==> src/rtl/adma_seq_ctrl.sv <==
// ADMA descriptor sequencer: walks a descriptor chain in memory, launches
// data-mover transfers, handles block-gap pause/continue and error capture.
module adma_seq_ctrl (
    input  logic        clk_in_COM,
    input  logic        reset_in_COM,
    input  logic        start_REG,
    input  logic        enable_transfer_mode_REG,
    input  logic [63:0] desc_base_REG,
    input  logic        stop_block_gap_REG,
    input  logic        continue_block_gap_REG,
    input  logic        error_in_COM,
    output logic        desc_rd_req,
    output logic [63:0] desc_addr_out,
    input  logic        desc_rd_ack,
    input  logic [95:0] desc_in,
    output logic        xfer_start,
    output logic [63:0] xfer_addr,
    output logic [16:0] xfer_len,
    input  logic        block_done,
    input  logic        xfer_done,
    output logic        pause_out,
    output logic        busy,
    output logic        transfer_complete_DAT,
    output logic        int_pulse,
    output logic        dma_error
);

    localparam int unsigned ADDR_W      = 64;
    localparam int unsigned LEN_W       = 17;
    localparam int unsigned DESC_STRIDE = 12;

    localparam logic [1:0] ACT_TRAN = 2'b10;
    localparam logic [1:0] ACT_LINK = 2'b11;

    typedef enum logic [2:0] {IDLE, FDS, CADR, TFR, GAP, ERR} state_e;

    // Only the descriptor fields the sequencer acts on are kept.
    typedef struct packed {
        logic [63:0] addr;
        logic [15:0] len;
        logic [1:0]  act;
        logic        irq;
        logic        last;
        logic        valid;
    } desc_t;

    state_e              state_q;
    desc_t               desc_q;
    logic [ADDR_W-1:0]   desc_addr_q;
    logic [ADDR_W-1:0]   xfer_addr_q;
    logic [LEN_W-1:0]    xfer_len_q;
    logic                req_q, xfer_start_q, pause_q, busy_q;
    logic                complete_q, int_q, err_q;

    logic [ADDR_W-1:0]   next_addr_d;
    logic [LEN_W-1:0]    xfer_len_d;
    desc_t               desc_d;
    logic                start_ok;
    logic                unused_desc_bits;

    always_comb begin
        next_addr_d = ADDR_W'(desc_addr_q + ADDR_W'(DESC_STRIDE));
        // A zero length field encodes the maximum 64 KiB transfer.
        xfer_len_d  = (desc_q.len == 16'd0) ? LEN_W'(17'h10000) : LEN_W'({1'b0, desc_q.len});
        desc_d      = '{addr: desc_in[95:32], len: desc_in[31:16], act: desc_in[5:4],
                        irq: desc_in[2], last: desc_in[1], valid: desc_in[0]};
        start_ok    = start_REG & enable_transfer_mode_REG;
    end

    assign unused_desc_bits = ^{desc_in[15:6], desc_in[3]};

    always_ff @(posedge clk_in_COM or posedge reset_in_COM) begin
        if (reset_in_COM) begin
            state_q      <= IDLE;
            desc_q       <= '0;
            desc_addr_q  <= '0;
            xfer_addr_q  <= '0;
            xfer_len_q   <= '0;
            req_q        <= 1'b0;
            xfer_start_q <= 1'b0;
            pause_q      <= 1'b0;
            busy_q       <= 1'b0;
            complete_q   <= 1'b0;
            int_q        <= 1'b0;
            err_q        <= 1'b0;
        end else begin
            xfer_start_q <= 1'b0;
            complete_q   <= 1'b0;
            int_q        <= 1'b0;
            // A host error pre-empts every other event once a chain is active.
            if (error_in_COM && state_q != IDLE) begin
                state_q <= ERR;
                req_q   <= 1'b0;
                busy_q  <= 1'b0;
                pause_q <= 1'b0;
                err_q   <= 1'b1;
            end else begin
                case (state_q)
                    IDLE, ERR: begin
                        if (start_ok) begin
                            state_q     <= FDS;
                            desc_addr_q <= desc_base_REG;
                            req_q       <= 1'b1;
                            busy_q      <= 1'b1;
                            err_q       <= 1'b0;
                        end
                    end
                    FDS: begin
                        if (desc_rd_ack) begin
                            state_q <= CADR;
                            desc_q  <= desc_d;
                            req_q   <= 1'b0;
                        end
                    end
                    CADR: begin
                        if (!desc_q.valid) begin
                            state_q <= ERR;
                            busy_q  <= 1'b0;
                            err_q   <= 1'b1;
                        end else if (desc_q.act == ACT_TRAN) begin
                            state_q      <= TFR;
                            xfer_start_q <= 1'b1;
                            xfer_addr_q  <= desc_q.addr;
                            xfer_len_q   <= xfer_len_d;
                        end else begin
                            int_q <= desc_q.irq;
                            if (desc_q.last) begin
                                state_q    <= IDLE;
                                busy_q     <= 1'b0;
                                complete_q <= 1'b1;
                            end else begin
                                state_q     <= FDS;
                                req_q       <= 1'b1;
                                desc_addr_q <= (desc_q.act == ACT_LINK) ? desc_q.addr : next_addr_d;
                            end
                        end
                    end
                    TFR: begin
                        if (xfer_done) begin
                            int_q <= desc_q.irq;
                            if (desc_q.last) begin
                                state_q    <= IDLE;
                                busy_q     <= 1'b0;
                                complete_q <= 1'b1;
                            end else begin
                                state_q     <= FDS;
                                req_q       <= 1'b1;
                                desc_addr_q <= next_addr_d;
                            end
                        end else if (block_done && stop_block_gap_REG) begin
                            state_q <= GAP;
                            pause_q <= 1'b1;
                        end
                    end
                    GAP: begin
                        if (continue_block_gap_REG && !stop_block_gap_REG) begin
                            state_q <= TFR;
                            pause_q <= 1'b0;
                        end
                    end
                    default: state_q <= IDLE;
                endcase
            end
        end
    end

    assign desc_rd_req           = req_q;
    assign desc_addr_out         = desc_addr_q;
    assign xfer_start            = xfer_start_q;
    assign xfer_addr             = xfer_addr_q;
    assign xfer_len              = xfer_len_q;
    assign pause_out             = pause_q;
    assign busy                  = busy_q;
    assign transfer_complete_DAT = complete_q;
    assign int_pulse             = int_q;
    assign dma_error             = err_q;

endmodule

==> config.mk <==
export PLATFORM = sky130hd
export DESIGN_NAME = adma_seq_ctrl
export DESIGN_NICKNAME = d
export VERILOG_FILES = /design/src/rtl/adma_seq_ctrl.sv
export SDC_FILE = /design/constraint.sdc
export NUM_CORES = 1
export LEC_CHECK = 0
export CAP_MARGIN = 20
export CORE_MARGIN = 2
export CORE_UTILIZATION = 44
export DETAILED_ROUTE_END_ITERATION = 6
export GPL_ROUTABILITY_DRIVEN = 0
export PLACE_DENSITY_LB_ADDON = 0.12
export SETUP_SLACK_MARGIN = 0.3
export SLEW_MARGIN = 20
export SYNTH_ARGS = -nofsm -noshare
export SYNTH_HDL_FRONTEND = slang
export SYNTH_SLANG_ARGS = --single-unit
==> constraint.sdc <==
create_clock -name clk_in_COM -period 8.05 [get_ports clk_in_COM]
set_clock_uncertainty 0.15 [all_clocks]
set_input_delay 1.2075 -clock clk_in_COM [delete_from_list [all_inputs] [get_ports clk_in_COM]]
set_output_delay 1.2075 -clock clk_in_COM [all_outputs]
set_load 0.03 [all_outputs]
==> impl_metrics.yaml <==
cts:
  htree_levels: 1
  cts_setup_buffers: 0
  clock-sinks: 240
  post_cts_resize_count: 0
  numCtsBuffers: 28
  tritoncts: "done"
  clockRootBuffer: "clkbuf_16"
  clkLatencyLatePin_ns: 0.55
  cts_hold_buffers: 0
  clk_pin_slew_ns: 0.06
  clk_path_buf_depth: 3
sta:
  drv_slew: 0
  hold_slack_ns: 0.321
  fmax_mhz: 226
  worst_slew_pin_slew_ns: 1.06
  finalSetupViolCount: 0
  tns_ns: 0
  slew-limit-headroom_pct: 29.1
  fin_crit_sh_pct: 54.9
  finalCriticalPeriod_ns: 4.42
  hold_viol: 0
  rsz0062_at_grt: "false"
logic_synthesis:
  syn_avg_cell_area_um2: 10.6
  ys_seq_area_share_pct: 52.1
  synthTopCellsByArea: "dfrtp_1, mux2_2, o21ai_0"
  async_reset_ff_share_pct: 100
  synth_edf_count: 0
  yosysTopAreaCell: "dfrtp_1"
  synth_flop_cell: "dfrtp_1"
  ys_warn_count: 0
  synth-seq-cells: 240
  yosysMostFrequentCell: "dfrtp_1"
  synth_cell_types: 60
  syn_inst: 1085
  synth_top_area_share_pct: 52.1
  yosys-top-cells-count: "dfrtp_1, mux2_2, nand2_1, o21ai_0, nor2_1"
  syn-num-nets: 1256
  netlist_area_mm2: 0.0115
setup_path:
  endpoint_kind: "register"
  crit_required_ns: 8.35
  worstRegToRegCells: 7
  worstPathMaxFanout: 63
  start_kind: "input pin"
  cp.arrival_ns: 4.72
  setup.worst_path.class: "input pin to register"
cells_and_area:
  area_delta_synth_final_pct: 37.3
  fill_cells: 2173
  register_area_mm2: 0.00601
  layout-drive-gt1-share_pct: 14.6
  multi_input_area_mm2: 0.00520
  layout.nets: 1536
global_route:
  grt_overflow: 0
  grt_pass1_wl_um: 57700
  grt_max_degree: 184
  grt_pass1_vias: 10110
  antenna_found_initial: 2
  grtUsageTotal_pct: 25.8
floorplan:
  start_util_pct: 44.5
  die_width_um: 166
  io_pins: 322
  rows: 59
  die_h_um: 166
  die-area_mm2: 0.0275
  core_area_mm2: 0.0259
power_and_ir_drop:
  power_density_mw_per_mm2: 356
  ir_drop_v: 0.000211
  total_power_mw: 5.64
  cellLeakagePower_nw: 6.60
detailed_routing:
  firstDrtPassIters: 7
  via_count: 10109
  avgViaCountPerCell: 5.88
  drc_errors: 0
  drtIter0Drc: 738
  ant_nets: 0
  avgRoutedWirePerCell_um: 21.2
  drt_wl_total_um: 36500
place:
  dpl.hpwl_um: 24800
  port_buffers: 310
hold_path:
  hold_class: "register to register"
  hold_path_depth: 2
outcome:
  status: "completed"
job:
  drv_cap: 0
[metal layers]
layer  track usage (%)  up-vias  share of wire (%)
li1                  -     4644                  -
met1              35.5     5001                 43
met2              40.6      409                 46
met3              7.24       53                8.7
met4              6.35        2                2.2
met5                 0        -              0.036
[power by group]
part	internal, mW	total, mW	leakage, nW	switching (mW)
clock network	0.710	1.21	0.417	0.498
logic	0.978	2.23	3.13	1.25
registers	1.66	2.20	3.05	0.545
[kinds of logic (layout without fill, tap and decap cells)]
family / Yosys count / in the layout / synth area share [%]
xor+xnor: 1 / 1 / 0.0759
mux: 138 / 138 / 13.5
buf+inv: 100 / 399 / 3.32
compound gates: 293 / 293 / 17.1
other cells: 0 / 1 / 0
fa+ha+maj: 2 / 2 / 0.195
simple gates: 311 / 311 / 13.8
flops: 240 / 240 / 52.1
[final cells by class]
type                       count  share of cell area [%]
clock buffer                  44                    5.06
antenna                        1                  0.0158
sequential                   240                    37.9
tap                          335                    2.65
multi-input combinational    745                    32.9
clock inverter                 5                   0.403
timing repair buffer         323                    20.4
inverter                      27                   0.664
[sequential cells by signal, summed over array words and instances (netlist names), 3 cells and up]
signal,cells
desc_q,85
desc_addr_out,64
xfer_addr,64
xfer_len,17
state_q,3
[worst paths after layout]
kind,startpoint,endpoint,slack (ns)
setup / recovery,error_in_COM,desc_addr_out[63],3.63
hold / removal,xfer_addr[0],xfer_addr[0],0.32
setup reg to reg,desc_addr_out[2],desc_addr_out[40],3.91
hold reg to reg,xfer_addr[0],xfer_addr[0],0.32
max in group asynchronous,reset_in_COM,desc_q[74],5.81
min in group asynchronous,reset_in_COM,desc_q[4],0.94
[per-stage QoR]
step                area, µm²  cells  worst slack, ns  util [%]
finish                  15800   1720             3.63      61.1
global route            15800   1720             3.41      61.1
CTS                     15800   1718             3.72      61.0
detailed placement      14900   1669             3.16      57.6
global placement        14900   1669             3.18      57.6
floorplan               11500   1085             3.54         -
[cells in the final DEF (no fill, tap or decap), types with 8 or more instances in the layout]
cell,netlist,layout
a221oi_1,16,16
a22o_1,28,28
buf_4,0,11
nand4_1,34,34
inv_1,26,25
o31a_1,11,11
clkbuf_16,0,28
clkdlybuf4s50_1,0,310
o2bb2ai_1,13,13
o21ai_0,84,84
a31oi_1,13,13
o31ai_1,8,8
nand3_1,20,19
o22ai_1,13,13
mux2_2,136,136
nor3_1,15,15
dfrtp_1,240,240
nor4_1,22,22
a22oi_1,21,21
a21oi_1,48,48
nand2_1,99,98
clkbuf_1,61,12
nor2_1,67,65
[worst max-delay path, stage by stage]
cell	delay, ns
clkdlybuf4s50_1	0.64
o21ai_0	0.92
o2111ai_4	0.69
buf_4	0.57
or4_1	0.57
o211ai_1	0.09
Note: power is estimated with default switching activity, not from simulation.
